$ cat src/rtl/cpu_pkg.sv
// Shared types for the writeback stage: op encoding, FSM states, default widths.
package cpu_pkg;

  localparam int unsigned W_DEF = 8;
  localparam int unsigned D_DEF = 3;

  typedef enum logic [2:0] {
    OP_NONE  = 3'd0,
    OP_ALU   = 3'd1,
    OP_LDI   = 3'd2,
    OP_CLR   = 3'd3,
    OP_INC   = 3'd4,
    OP_GETOV = 3'd5,
    OP_LOAD  = 3'd6,
    OP_RSVD  = 3'd7
  } wb_op_t;

  typedef enum logic {
    S_IDLE     = 1'b0,
    S_WAIT_MEM = 1'b1
  } wb_state_t;

endpackage

$ cat src/rtl/reg_writeback.sv
// Writeback stage: turns execute requests into single-cycle register file strobes,
// owns the overflow flag and waits (with timeout) on data memory for loads.
module reg_writeback
  import cpu_pkg::*;
#(
  parameter int unsigned W           = W_DEF,
  parameter int unsigned D           = D_DEF,
  parameter int unsigned MEM_TIMEOUT = 15
) (
  input  logic         CLK,
  input  logic         Reset_n,
  input  logic         WbValid,
  output logic         WbReady,
  input  logic [2:0]   WbOp,
  input  logic [D-1:0] WbDest,
  input  logic [W-1:0] WbData,
  input  logic         OvUpdate,
  input  logic         AluOv,
  input  logic [W-1:0] MemRdData,
  input  logic         MemRdValid,
  output logic         RegWrite,
  output logic         ClearReg,
  output logic         IncReg,
  output logic         OvToReg,
  output logic         LoadImm,
  output logic [D-1:0] writeReg,
  output logic [W-1:0] writeValue,
  output logic         ovValue,
  output logic         OvFlag,
  output logic         MemErr,
  output logic         Busy
);

  localparam int unsigned CW = $clog2(MEM_TIMEOUT + 1);

  wb_state_t      state_q, state_d;
  logic [D-1:0]   dest_q, dest_d;
  logic [CW-1:0]  cnt_q, cnt_d;
  logic           ov_flag_q, ov_flag_d;
  logic           mem_err_q, mem_err_d;
  logic           reg_write_q, reg_write_d;
  logic           clear_reg_q, clear_reg_d;
  logic           inc_reg_q, inc_reg_d;
  logic           ov_to_reg_q, ov_to_reg_d;
  logic           load_imm_q, load_imm_d;
  logic [D-1:0]   write_reg_q, write_reg_d;
  logic [W-1:0]   write_value_q, write_value_d;
  logic           ov_value_q, ov_value_d;

  wb_op_t op;
  logic   accept;

  assign op      = wb_op_t'(WbOp);
  assign accept  = WbValid && (state_q == S_IDLE);

  always_comb begin
    state_d       = state_q;
    dest_d        = dest_q;
    cnt_d         = cnt_q;
    ov_flag_d     = ov_flag_q;
    mem_err_d     = mem_err_q;
    reg_write_d   = 1'b0;
    clear_reg_d   = 1'b0;
    inc_reg_d     = 1'b0;
    ov_to_reg_d   = 1'b0;
    load_imm_d    = 1'b0;
    write_reg_d   = '0;
    write_value_d = '0;
    ov_value_d    = 1'b0;

    unique case (state_q)
      S_IDLE: begin
        if (accept) begin
          if (OvUpdate) ov_flag_d = AluOv;
          case (op)
            OP_ALU: begin
              reg_write_d   = 1'b1;
              write_reg_d   = WbDest;
              write_value_d = WbData;
            end
            OP_LDI: begin
              reg_write_d   = 1'b1;
              load_imm_d    = 1'b1;
              write_value_d = WbData;
            end
            OP_CLR: begin
              reg_write_d = 1'b1;
              clear_reg_d = 1'b1;
              write_reg_d = WbDest;
            end
            OP_INC: begin
              reg_write_d = 1'b1;
              inc_reg_d   = 1'b1;
              write_reg_d = WbDest;
            end
            OP_GETOV: begin
              // Reports the flag as it stood before this request's own update.
              reg_write_d = 1'b1;
              ov_to_reg_d = 1'b1;
              write_reg_d = WbDest;
              ov_value_d  = ov_flag_q;
            end
            OP_LOAD: begin
              dest_d  = WbDest;
              cnt_d   = '0;
              state_d = S_WAIT_MEM;
            end
            default: ;
          endcase
        end
      end
      S_WAIT_MEM: begin
        if (MemRdValid) begin
          reg_write_d   = 1'b1;
          write_reg_d   = dest_q;
          write_value_d = MemRdData;
          state_d       = S_IDLE;
        end else if (cnt_q == CW'(MEM_TIMEOUT - 1)) begin
          // This miss would bring the count to MEM_TIMEOUT: give up on the load.
          mem_err_d = 1'b1;
          cnt_d     = '0;
          state_d   = S_IDLE;
        end else begin
          cnt_d = cnt_q + CW'(1);
        end
      end
      default: state_d = S_IDLE;
    endcase
  end

  always_ff @(posedge CLK) begin
    if (!Reset_n) begin
      state_q       <= S_IDLE;
      dest_q        <= '0;
      cnt_q         <= '0;
      ov_flag_q     <= 1'b0;
      mem_err_q     <= 1'b0;
      reg_write_q   <= 1'b0;
      clear_reg_q   <= 1'b0;
      inc_reg_q     <= 1'b0;
      ov_to_reg_q   <= 1'b0;
      load_imm_q    <= 1'b0;
      write_reg_q   <= '0;
      write_value_q <= '0;
      ov_value_q    <= 1'b0;
    end else begin
      state_q       <= state_d;
      dest_q        <= dest_d;
      cnt_q         <= cnt_d;
      ov_flag_q     <= ov_flag_d;
      mem_err_q     <= mem_err_d;
      reg_write_q   <= reg_write_d;
      clear_reg_q   <= clear_reg_d;
      inc_reg_q     <= inc_reg_d;
      ov_to_reg_q   <= ov_to_reg_d;
      load_imm_q    <= load_imm_d;
      write_reg_q   <= write_reg_d;
      write_value_q <= write_value_d;
      ov_value_q    <= ov_value_d;
    end
  end

  assign WbReady    = (state_q == S_IDLE);
  assign Busy       = (state_q == S_WAIT_MEM);
  assign RegWrite   = reg_write_q;
  assign ClearReg   = clear_reg_q;
  assign IncReg     = inc_reg_q;
  assign OvToReg    = ov_to_reg_q;
  assign LoadImm    = load_imm_q;
  assign writeReg   = write_reg_q;
  assign writeValue = write_value_q;
  assign ovValue    = ov_value_q;
  assign OvFlag     = ov_flag_q;
  assign MemErr     = mem_err_q;

endmodule

$ cat config.mk
export PLATFORM = sky130hd
export DESIGN_NAME = reg_writeback
export DESIGN_NICKNAME = d
export VERILOG_FILES = /design/src/rtl/cpu_pkg.sv /design/src/rtl/reg_writeback.sv
export SDC_FILE = /design/constraint.sdc
export NUM_CORES = 1
export LEC_CHECK = 0
export ABC_CLOCK_PERIOD_IN_PS = 1300
export CORE_MARGIN = 10
export CORE_UTILIZATION = 41
export CTS_CLUSTER_SIZE = 30
export DETAILED_ROUTE_END_ITERATION = 10
export PLACE_DENSITY = 0.77
export SLEW_MARGIN = 30
export SYNTH_ARGS = -nofsm -noshare
export SYNTH_HDL_FRONTEND = slang
export SYNTH_SLANG_ARGS = --single-unit
$ cat constraint.sdc
create_clock -name CLK -period 1.3 [get_ports CLK]
set_input_delay 0.195 -clock CLK [delete_from_list [all_inputs] [get_ports CLK]]
set_output_delay 0.195 -clock CLK [all_outputs]
set_load 0.005 [all_outputs]
==> reports/summary.txt <==
Total Neg Setup Slack: -0.0309 ns
Global-route wire length before repair: 6.08 mm
Via count of the first global-routing pass: 1258
Final net count: 215
Violations in the final reports: setup timing
Cts bufs inserted: 3
Register bit total from synthesis: 27
Dpl ws: -0.282 ns
Post-Syn Area per Cell: 9.54 µm²
GRT Residual Overflow: 0
Clock Sinks: 27
Via/cell ratio: 5.43
Max Slew Vio Count: 0
Count of maximum capacitance violations: 0
Cts hold-fix bufs: 0
Distinct cell type count after synthesis: 35
Share of final-layout standard cells stronger than drive strength 1: 26.1%
Total routing resource utilization after global routing: 14.0%
Primary FF master, synth: sky130_fd_sc_hd__dfxtp_1
Placer Congestion: 0.833
Iteration-0 DRC Markers: 47
Core utilization of the finished layout: 68.5%
Most frequent cells after synthesis: sky130_fd_sc_hd__dfxtp_1 (27), sky130_fd_sc_hd__nor2_1 (12), sky130_fd_sc_hd__a32oi_1 (9), sky130_fd_sc_hd__nand2_1 (9), sky130_fd_sc_hd__a21oi_1 (8)
Wire length on met2: 1.90 mm
Worst-case reg-to-reg path depth: 5
Run status: finished, violations left
Post-Route M1 WL: 1.59 mm
Area added between synthesis and finish: 63.5%
HP Class: input pin to flip-flop
EDFF count, synth: 0
Worst Tran Pin Value: 0.489 ns
Combinational cell fraction of total power: 18.0%
Count of buffers inserted at the top-level ports: 48
Worst path arrival time: 1.58 ns
Internal portion of total power: 1110 µW
Mapped cell area: 1130 µm²
Via count of the routed design: 1167
Required time reported for the critical path endpoint: 1.56 ns
RSZ-0062 raised after global routing: yes
Clock transition at the registers of the reported paths: 0.17 ns
Beginning of the critical path: Busy
Worst setup endpoint: cnt_q[0]
Overall die height: 72.6 µm
Synthesized instance count: 119
Clock Skew: 0.0232 ns
Total wirelength of the detailed-routed design: 3.84 mm
Full die area: 5270 µm²
Post-synth ARST share: 0%
Ys Warns: 0
Cell area after layout: 1860 µm²
Total of fill cells in the finished design: 206
Largest fanout on the critical path: 8
Remaining antenna violation count: 0
Fraction of power consumed by the clock network: 25.4%
Beginning of the worst register-to-register path: Busy
Longest Clk Path Bufs: 2
R2r endpoint: cnt_q[0]
Total leakage power: 0.000789 µW
Highest achievable clock rate: 760 MHz
Routed wire length on met3: 316 µm
Drt wl/cell: 17.8 µm
Post-detailed-placement half-perimeter wirelength: 2.76 mm
Largest net degree at the start of global routing: 18
Worst skew pair latency: 0.34 ns
Area fraction of the dominant cell type after synthesis: 47.6%
Drt drc: 0
Crit path kind: flip-flop to flip-flop
Number of search-and-repair iterations in the first detailed-routing pass: 4
Peak ir drop on the vdd network: 0.774 mV
Antenna diodes: 0
Endpoints failing hold: 0
Number of top-level design ports: 49
Most common cell in the netlist: sky130_fd_sc_hd__dfxtp_1
Antenna violations before repair: 0
H-tree Lvls: 1
Top layer used by detailed routing: met4
Starting Density: 41.9%
Post-route setup slack: -0.0163 ns
Switching fraction of total power: 26.1%
Share of total power in sequential cells: 56.6%
Post-synthesis net count: 149
Main area contributors after synthesis: sky130_fd_sc_hd__dfxtp_1 (48%), sky130_fd_sc_hd__a32oi_1 (6.9%), sky130_fd_sc_hd__nor2_1 (4.0%)
Post-detailed-placement cell area: 1740 µm²
Placeable core region: 2710 µm²
Ratio of final minimum period to clock period: 101%
Net switching power: 393 µW
Setup slack of the worst register-to-register path: -0.02 ns
Sequential element share of the synthesized area: 47.6%
Number of setup violations in the final report: 2
Pwr dens: 811 nW/µm²
TritonCTS clock tree: built
Chip width: 72.6 µm
Sort of element at the end of the critical path: flip-flop
Kind of launch point of the worst setup path: flip-flop
Row Count: 19
Worst max-slew margin expressed relative to the limit: 67.4%
Cell taking the most area after synthesis: sky130_fd_sc_hd__dfxtp_1
Min Tclk post-route: 1.32 ns
Buffer cell driving the clock tree root: sky130_fd_sc_hd__clkbuf_4
## layout make-up
cell class	count	area, µm²	share of cell area [%]
Timing Repair Buffer	67	608	32.8
Sequential cell	27	553	29.8
Inverter	5	18.8	1.01
Tap cell	31	38.8	2.09
Clock inverter	1	5.00	0.270
Clock buffer	3	22.5	1.21
Multi-Input combinational cell	81	609	32.8
## metrics by stage
stage,hold slack [ns],power [µW],std cells
after global routing,0.437,1560,215
after global placement,0.442,1120,208
after floorplan,0.272,952,119
final,0.432,1500,215
after detailed placement,0.449,1120,208
after CTS,0.418,1480,214
## layer usage
layer,global-route usage [%],vias up
li1,-,562
met1,15.5,561
met2,24.4,40
met3,4.90,4
met4,4.64,0
met5,0,-
## repair_timing
item,4_1_cts,5_1_grt
pin swaps,3,11
setup endpoints to repair,32,16
gates resized for setup,36,10
buffers inserted,2,1
## worst max-delay path: stages (launching register included)
cell                       delay, ns
sky130_fd_sc_hd__dfxtp_4        0.39
sky130_fd_sc_hd__buf_6          0.13
sky130_fd_sc_hd__buf_6          0.11
sky130_fd_sc_hd__nand4b_4       0.18
sky130_fd_sc_hd__o21ai_4        0.23
sky130_fd_sc_hd__mux2i_1        0.20
## placed cells by master, fill, tap and decap left out, types with 2 or more instances in the layout
cell and count:
sky130_fd_sc_hd__a21oi_1 6, sky130_fd_sc_hd__a21oi_2 2, sky130_fd_sc_hd__a32oi_1 6, sky130_fd_sc_hd__a32oi_2 3, sky130_fd_sc_hd__and2_1 2, sky130_fd_sc_hd__buf_4 16, sky130_fd_sc_hd__buf_6 3, sky130_fd_sc_hd__clkbuf_4 3
sky130_fd_sc_hd__clkdlybuf4s50_1 27, sky130_fd_sc_hd__dfxtp_1 19, sky130_fd_sc_hd__dfxtp_2 7, sky130_fd_sc_hd__dlygate4sd2_1 21, sky130_fd_sc_hd__ha_1 2, sky130_fd_sc_hd__inv_1 5, sky130_fd_sc_hd__mux2i_1 2, sky130_fd_sc_hd__nand2_1 9
sky130_fd_sc_hd__nand2b_1 2, sky130_fd_sc_hd__nand3_1 4, sky130_fd_sc_hd__nand3_2 3, sky130_fd_sc_hd__nand4_1 4, sky130_fd_sc_hd__nand4b_1 2, sky130_fd_sc_hd__nor2_1 12, sky130_fd_sc_hd__nor3_1 2, sky130_fd_sc_hd__o21ai_2 3
## kinds of logic (layout without fill, tap and decap cells)
family	after synthesis	after routing	synth area share [%]
AOI/OAI and AO/OA	27	27	17.5
muxes	2	2	1.76
and+or+nand+nor	49	49	24.9
adders and majority gates	2	2	2.20
DFF	27	27	47.6
buffers and inverters	11	76	4.52
xor gates and xnor gates	1	1	1.43
## how the worst min path moves through the flow
stage,startpoint,to,slack (ns),cells past startpoint
floorplan,WbOp[2],ClearReg,0.27,1
global placement,dest_q[1],writeReg[1],0.44,2
detailed placement,dest_q[0],writeReg[0],0.45,2
CTS,AluOv,OvFlag,0.42,3
global route,AluOv,OvFlag,0.44,3
finish,AluOv,OvFlag,0.43,3
## state kept, by name, indices dropped and copies added, names as in the netlist, 3 cells and up
register,flops
dest_q,3
writeReg,3
writeValue,8
cnt_q,4
## power by group through the flow
| stage | Sequential (µW) | Combinational, µW | Clock (µW) |
|---|---|---|---|
| finish | 851 | 270 | 383 |
| global route | 853 | 289 | 419 |
| CTS | 850 | 256 | 375 |
| detailed placement | 870 | 253 | 0 |
| global placement | 869 | 247 | 0 |
| floorplan | 871 | 81.7 | 0 |
Note: power is estimated with default switching activity, not from simulation.
